### src/rtl/regfile_wb_arbiter.sv
// Arbitrates the register file write port between pipeline writeback (port 0) and a
// FIFO-buffered multi-cycle unit writeback (port 1). Optional anti-starvation: WB_ARB_STARVE_EN.
module regfile_wb_arbiter #(
    parameter int ADDR_WIDTH   = 5,
    parameter int DATA_WIDTH   = 32,
    parameter int FIFO_DEPTH   = 2,
    parameter int STARVE_LIMIT = 4
) (
    input  logic                          clk,
    input  logic                          rst,
    input  logic                          p0_valid,
    output logic                          p0_ready,
    input  logic [ADDR_WIDTH-1:0]         p0_addr,
    input  logic [DATA_WIDTH-1:0]         p0_data,
    input  logic                          p1_valid,
    output logic                          p1_ready,
    input  logic [ADDR_WIDTH-1:0]         p1_addr,
    input  logic [DATA_WIDTH-1:0]         p1_data,
    output logic                          wr_en,
    output logic [ADDR_WIDTH-1:0]         wr_addr,
    output logic [DATA_WIDTH-1:0]         wr_data,
    output logic [2**ADDR_WIDTH-1:0]      pend_mask,
    output logic [$clog2(FIFO_DEPTH):0]   fifo_count,
    output logic                          starve_force
);

    localparam int PTR_W = $clog2(FIFO_DEPTH);
    localparam int CNT_W = PTR_W + 1;

    logic [ADDR_WIDTH-1:0] addr_q [FIFO_DEPTH];
    logic [DATA_WIDTH-1:0] data_q [FIFO_DEPTH];
    logic [FIFO_DEPTH-1:0] slot_valid;
    logic [PTR_W-1:0]      head_ptr;
    logic [PTR_W-1:0]      tail_ptr;
    logic [CNT_W-1:0]      count_q;

    logic                  fifo_nonempty;
    logic                  push;
    logic                  head_issue;
    logic                  issue;
    logic [ADDR_WIDTH-1:0] sel_addr;
    logic [DATA_WIDTH-1:0] sel_data;

    assign fifo_nonempty = (count_q != '0);
    // No look-ahead: a pop on a full FIFO frees the slot only from the next cycle.
    assign p1_ready      = (count_q < CNT_W'(FIFO_DEPTH));
    assign push          = p1_valid && p1_ready;
    assign head_issue    = starve_force || (!p0_valid && fifo_nonempty);
    assign issue         = head_issue || p0_valid;
    assign sel_addr      = head_issue ? addr_q[head_ptr] : p0_addr;
    assign sel_data      = head_issue ? data_q[head_ptr] : p0_data;
    assign fifo_count    = count_q;

    always_ff @(posedge clk) begin
        if (push) begin
            addr_q[tail_ptr] <= p1_addr;
            data_q[tail_ptr] <= p1_data;
        end
    end

    always_ff @(posedge clk or posedge rst) begin
        if (rst) begin
            head_ptr   <= '0;
            tail_ptr   <= '0;
            count_q    <= '0;
            slot_valid <= '0;
        end else begin
            if (push) begin
                tail_ptr             <= tail_ptr + PTR_W'(1);
                slot_valid[tail_ptr] <= 1'b1;
            end
            if (head_issue) begin
                head_ptr             <= head_ptr + PTR_W'(1);
                slot_valid[head_ptr] <= 1'b0;
            end
            unique case ({push, head_issue})
                2'b10:   count_q <= count_q + CNT_W'(1);
                2'b01:   count_q <= count_q - CNT_W'(1);
                default: count_q <= count_q;
            endcase
        end
    end

    // Writes to x0 are consumed but never reach the register file.
    always_ff @(posedge clk or posedge rst) begin
        if (rst) begin
            wr_en   <= 1'b0;
            wr_addr <= '0;
            wr_data <= '0;
        end else if (issue) begin
            wr_en   <= (sel_addr != '0);
            wr_addr <= sel_addr;
            wr_data <= sel_data;
        end else begin
            wr_en   <= 1'b0;
        end
    end

    always_comb begin
        pend_mask = '0;
        for (int i = 0; i < FIFO_DEPTH; i++) begin
            if (slot_valid[i]) begin
                pend_mask[addr_q[i]] = 1'b1;
            end
        end
        pend_mask[0] = 1'b0;
    end

`ifdef WB_ARB_STARVE_EN
    localparam int SC_W = $clog2(STARVE_LIMIT + 1);

    logic [SC_W-1:0] starve_cnt;

    always_ff @(posedge clk or posedge rst) begin
        if (rst) begin
            starve_cnt <= '0;
        end else if (!fifo_nonempty || head_issue) begin
            starve_cnt <= '0;
        end else begin
            starve_cnt <= starve_cnt + SC_W'(1);
        end
    end

    assign starve_force = fifo_nonempty && (starve_cnt == SC_W'(STARVE_LIMIT));
    assign p0_ready     = !starve_force;
`else
    localparam int unused_starve_limit = STARVE_LIMIT;

    assign starve_force = 1'b0;
    assign p0_ready     = 1'b1;
`endif

endmodule

### config.mk
export PLATFORM = sky130hd
export DESIGN_NAME = regfile_wb_arbiter
export DESIGN_NICKNAME = d
export VERILOG_FILES = /design/src/rtl/regfile_wb_arbiter.sv
export SDC_FILE = /design/constraint.sdc
export NUM_CORES = 1
export LEC_CHECK = 0
export CORE_UTILIZATION = 52
export CTS_BUF_LIST = sky130_fd_sc_hd__clkbuf_8
export DETAILED_ROUTE_END_ITERATION = 8
export HOLD_SLACK_MARGIN = 0.15
export PLACE_DENSITY = 0.9
export SYNTH_ARGS = -nofsm -noshare
export SYNTH_HDL_FRONTEND = slang
export SYNTH_SLANG_ARGS = --single-unit
### constraint.sdc
create_clock -name clk -period 5.7 [get_ports clk]
set_input_delay 0.57 -clock clk [delete_from_list [all_inputs] [get_ports clk]]
set_output_delay 0.57 -clock clk [all_outputs]
set_load 0.05 [all_outputs]
* Yosys cells after proc, flatten, opt, wreduce, memory -nomap -nowiden
Memories as Yosys holds them, arrays and structs flattened. Index checks and enable logic that the tools add are counted.
Word-level totals: register bits 44, memory bits (writable) 74, memories kept 2
Operators by class: $add $sub $neg 4, magnitude comparators 9, equal/unequal tests 2, multiplexer cells 18, bitwise logic cells 4, reduce and logical (&&, ||, !) cells 11
Memory list:
- data_q | words 2, width 32, rd ports 1, clocked after memory_dff 0, wr ports 1, line 31 | logic [DATA_WIDTH-1:0] data_q [FIFO_DEPTH];
- addr_q | words 2, width 5, rd ports 3, clocked after memory_dff 0, wr ports 1, line 30 | logic [ADDR_WIDTH-1:0] addr_q [FIFO_DEPTH];
Operators with widths (count):
- $mux 32 | 3
- $or 32x32->32 | 1
- $lt 5x6->1 const B | 2
- $demux 1 s5 | 2
- $ge 5x1->1 const B | 2
- $mux 1 | 7
- $logic_and 1x1->1 | 6
- $mux 5 | 1
- $reduce_bool 5->1 | 1
- $lt 1x2->1 const B | 2
- $mux 2 | 2
- $pmux 2 s2 | 1
- $reduce_bool 2->1 | 2
- $add 1x1->1 const B | 2
- $add 2x1->2 const B | 1
- $and 2x2->2 | 1
- $demux 1 s1 | 2
- $eq 2x1->1 const B | 1
- $eq 2x2->1 const B | 1
- $ge 1x1->1 const B | 2
- $lt 2x2->1 const B | 1
- $not 2->2 | 1
- $or 2x2->2 | 1
- $sub 2x1->2 const B | 1
- 2 further kinds | 2

* Logic depth before layout (Yosys ltp)
word-level depth 8, depth in mapped cells 8, depth with buffers taken out 6

* Worst setup path before layout
Ideal clock, no wire load.
kind register to register, start reg count_q[1] (netlist: fifo_count[1]), end mem addr_q[0][0], enable pin, data arrival time 2737 ps, required time 5267 ps, slack 2530 ps, cell stages (with the launch flop) 4, clock period less this slack 3170 ps, cell sequence dfrtp_1 -> inv_2 -> nand2_1 -> nor2_1
On the way: longest elaborated chain between the ends 4
RTL lines:
- from (decl) | line 35 | logic [CNT_W-1:0] count_q;
- from (signal assigned) | line 77 | 2'b10: count_q <= count_q + CNT_W'(1);
- from (signal assigned) | line 78 | 2'b01: count_q <= count_q - CNT_W'(1);
- from (signal assigned) | line 79 | default: count_q <= count_q;
- $lt 2x2->1 | line 46 | assign p1_ready = (count_q < CNT_W'(FIFO_DEPTH));
- named net p1_ready | line 16 | output logic p1_ready,
- $logic_and 1x1->1 | line 47 | assign push = p1_valid && p1_ready;
- $mux 1 | line 55 | if (push) begin
- $mux 1 (not written as such) | line 56 | addr_q[tail_ptr] <= p1_addr;
- to (decl) | line 30
The timed path passes the listed nets, and every way through them passes these cells.

==> out/results.ini <==
[run_status]
status=finished, final reports clean

[power_and_ir_drop]
powerDensity_nw_per_um2=495
power.static_leakage_nw=2.60
total_power_mw=3.46
peakVddDrop_v=0.000279

[global_routing]
grt_use_total_pct=23.5
use_met2_pct=41.5
top_usage_layer=met2
grt_pass1_vias=3707
antenna_found_initial=0
gr-total-overflow=0
grt_max_degree=67
grt_first_pass_wirelength_um=18200
grtUsageMet1_pct=27.9
use_met3_pct=7.14

[floorplanning]
die-area_um2=10100
rows=35
start_util_pct=54.2
io_pins=153
die_h_um=101
coreArea_um2=9330
die_x_um=101

[layout]
layout-drive-gt1-share_pct=7.43
fin_nets=631
regArea_um2=3320
multiInputGateArea_um2=1560
mostFrequentLayoutCell=clkdlybuf4s50_1
layout.cells.most_common_list=clkdlybuf4s50_1 (148), edfxtp_1 (74), dfrtp_1 (43)
antennaDiodeCount=0
final_core_util_pct=75.0
area_delta_synth_final_pct=38.5
nFillCells=639

[worst_setup_path]
worstPathArrival_ns=2.44
required_ns=5.13
crit_fanout=9
worstSetupPathType=flip-flop to output pin
crit_path_end_kind=output pin
crit_path_start_kind=flip-flop
r2r_cells=5

[place]
gp_congestion=0.824
portBuffers=149
post-dp-hpwl_um=7500
place_ws_ns=3.13

[synth]
syn_inst=409
yosysTopAreaCell=edfxtp_1
synthesis.area_um2=5050
synthTopCellsByArea=edfxtp_1 (44%), dfrtp_1 (22%), mux2i_1 (7.3%), o22ai_1 (3.8%), a21oi_1 (3.6%)
syn_area_per_cell_um2=12.3
synth_warnings=0
synth_top_area_share_pct=44.0
synth.distinct_cells=30
synth-seq-cells=118
yosysSeqAreaShare_pct=65.8

[clocking]
post_cts_resized=0
post_cts.repair.setup_buffers=0
numCtsBuffers=17
cts_sinks=118
cts_tree=built
path_clk_slew_ns=0.07
holdBufCountCts=0
cts_buffer_depth=2
root_buffer=clkbuf_8
h-tree-depth=4
clk_latency_ns=0.41

[sta]
maxSlewViolCount=0
hold_viol_final=0
tns_ns=0
hold_ws_ns=0.498
tightestPinTransition_ns=1.13
skew_ns=0.00829
layout_min_cycle_time_ns=3.01
setup_viol=0
slew_headroom_pct=24.8
setup_slack_ns=2.69
rsz0062_at_grt=false
period_share_pct=52.8
max_clock_freq_mhz=332

[min_path]
hold_class=flip-flop to flip-flop
hold_depth=2

[detailed_routing]
drc=0
wl_um=10900
drt_iter0_markers=156
firstDrtPassIters=4
via_count=3776
viasPerCell=5.44
routedWlPerCell_um=15.8
ant_nets=0

[run]
max-cap-violations=0

[power by group]
part	internal (mW)	switching [mW]
registers	1.14	0.125
logic	0.488	0.893
clock network	0.479	0.338
[worst max-delay path, cell delays in order (launching register included)]
cell	delay (ns)
edfxtp_1	0.50
or3b_1	0.49
o22ai_1	0.22
clkdlybuf4s50_1	0.84
[flip-flops by register name, summed over array words and instances, names as in the netlist]
register	flops
addr_q	10
wr_data	32
slot_valid	2
head_ptr	1
wr_en	1
data_q	64
fifo_count	2
wr_addr	5
tail_ptr	1
[through the flow]
stage                     instances  instance area [µm²]
final                           694                 7000
after global routing            694                 7000
after CTS                       694                 7000
after detailed placement        662                 6560
after global placement          662                 6560
after floorplan                 410                 5050
[logic make-up (layout without fill, tap and decap cells)]
kind of cell    after synthesis  after routing  share of synthesized area, %
compound gates              107            107                          11.9
xor+xnor                      5              5                         0.867
fa+ha+maj                     1              1                         0.248
buf+inv                      31            186                          3.54
flops                       118            118                          65.8
mux                          39             39                          7.78
other cells                   2              3                         0.149
simple gates                106            106                          9.69
[per-layer routing]
metal / share of wire [%] / routed length (µm)
met2: 53 / 5840
met1: 40 / 4330
met3: 6.3 / 689
met5: 0 / 0
met4: 0.67 / 73
[worst paths after layout]
path | to | slack, ns | startpoint
worst min-delay path | wr_addr[1]$_DFFE_PP0P_ | 0.50 | wr_addr[1]$_DFFE_PP0P_
worst min register to register | wr_addr[1]$_DFFE_PP0P_ | 0.50 | wr_addr[1]$_DFFE_PP0P_
min in group asynchronous | wr_data[30]$_DFFE_PP0P_ | 0.72 | rst
worst max-delay path | pend_mask[9] | 2.69 | addr_q[0][4]$_DFFE_PP_
max in group asynchronous | head_ptr$_DFFE_PP0N_ | 4.29 | rst
worst max register to register | wr_data[20]$_DFFE_PP0P_ | 3.67 | fifo_count[0]$_DFFE_PP0P_
[final cells by class]
class,count,share of cell area (%)
inverters,3,0.161
multi-input cells,261,22.3
well taps,129,2.31
clock buffers,17,3.34
clock inverters,15,2.90
flip-flops and latches,118,47.5
repair buffers,151,21.5
[synth_stat cells]
cell and instances:
buf_2 8, buf_4 4, buf_6 5, or3_1 2, inv_2 2, ha_1 1
clkbuf_1 11, conb_1 2, o22ai_1 31, nor2_1 40, mux2_1 2, nand2_1 40
nand3b_1 10, nor3_1 1, xnor2_1 5, inv_1 1, o21ai_1 36, mux2i_1 37
edfxtp_1 74, a21oi_1 36, and3_1 1, dfrtp_1 44, a41oi_2 1, o21ai_0 1
nor2_4 1, o21bai_4 1, and2_1 1, or3b_1 6, nand3_1 4, o22a_1 1
Note: power is estimated with default switching activity, not from simulation.
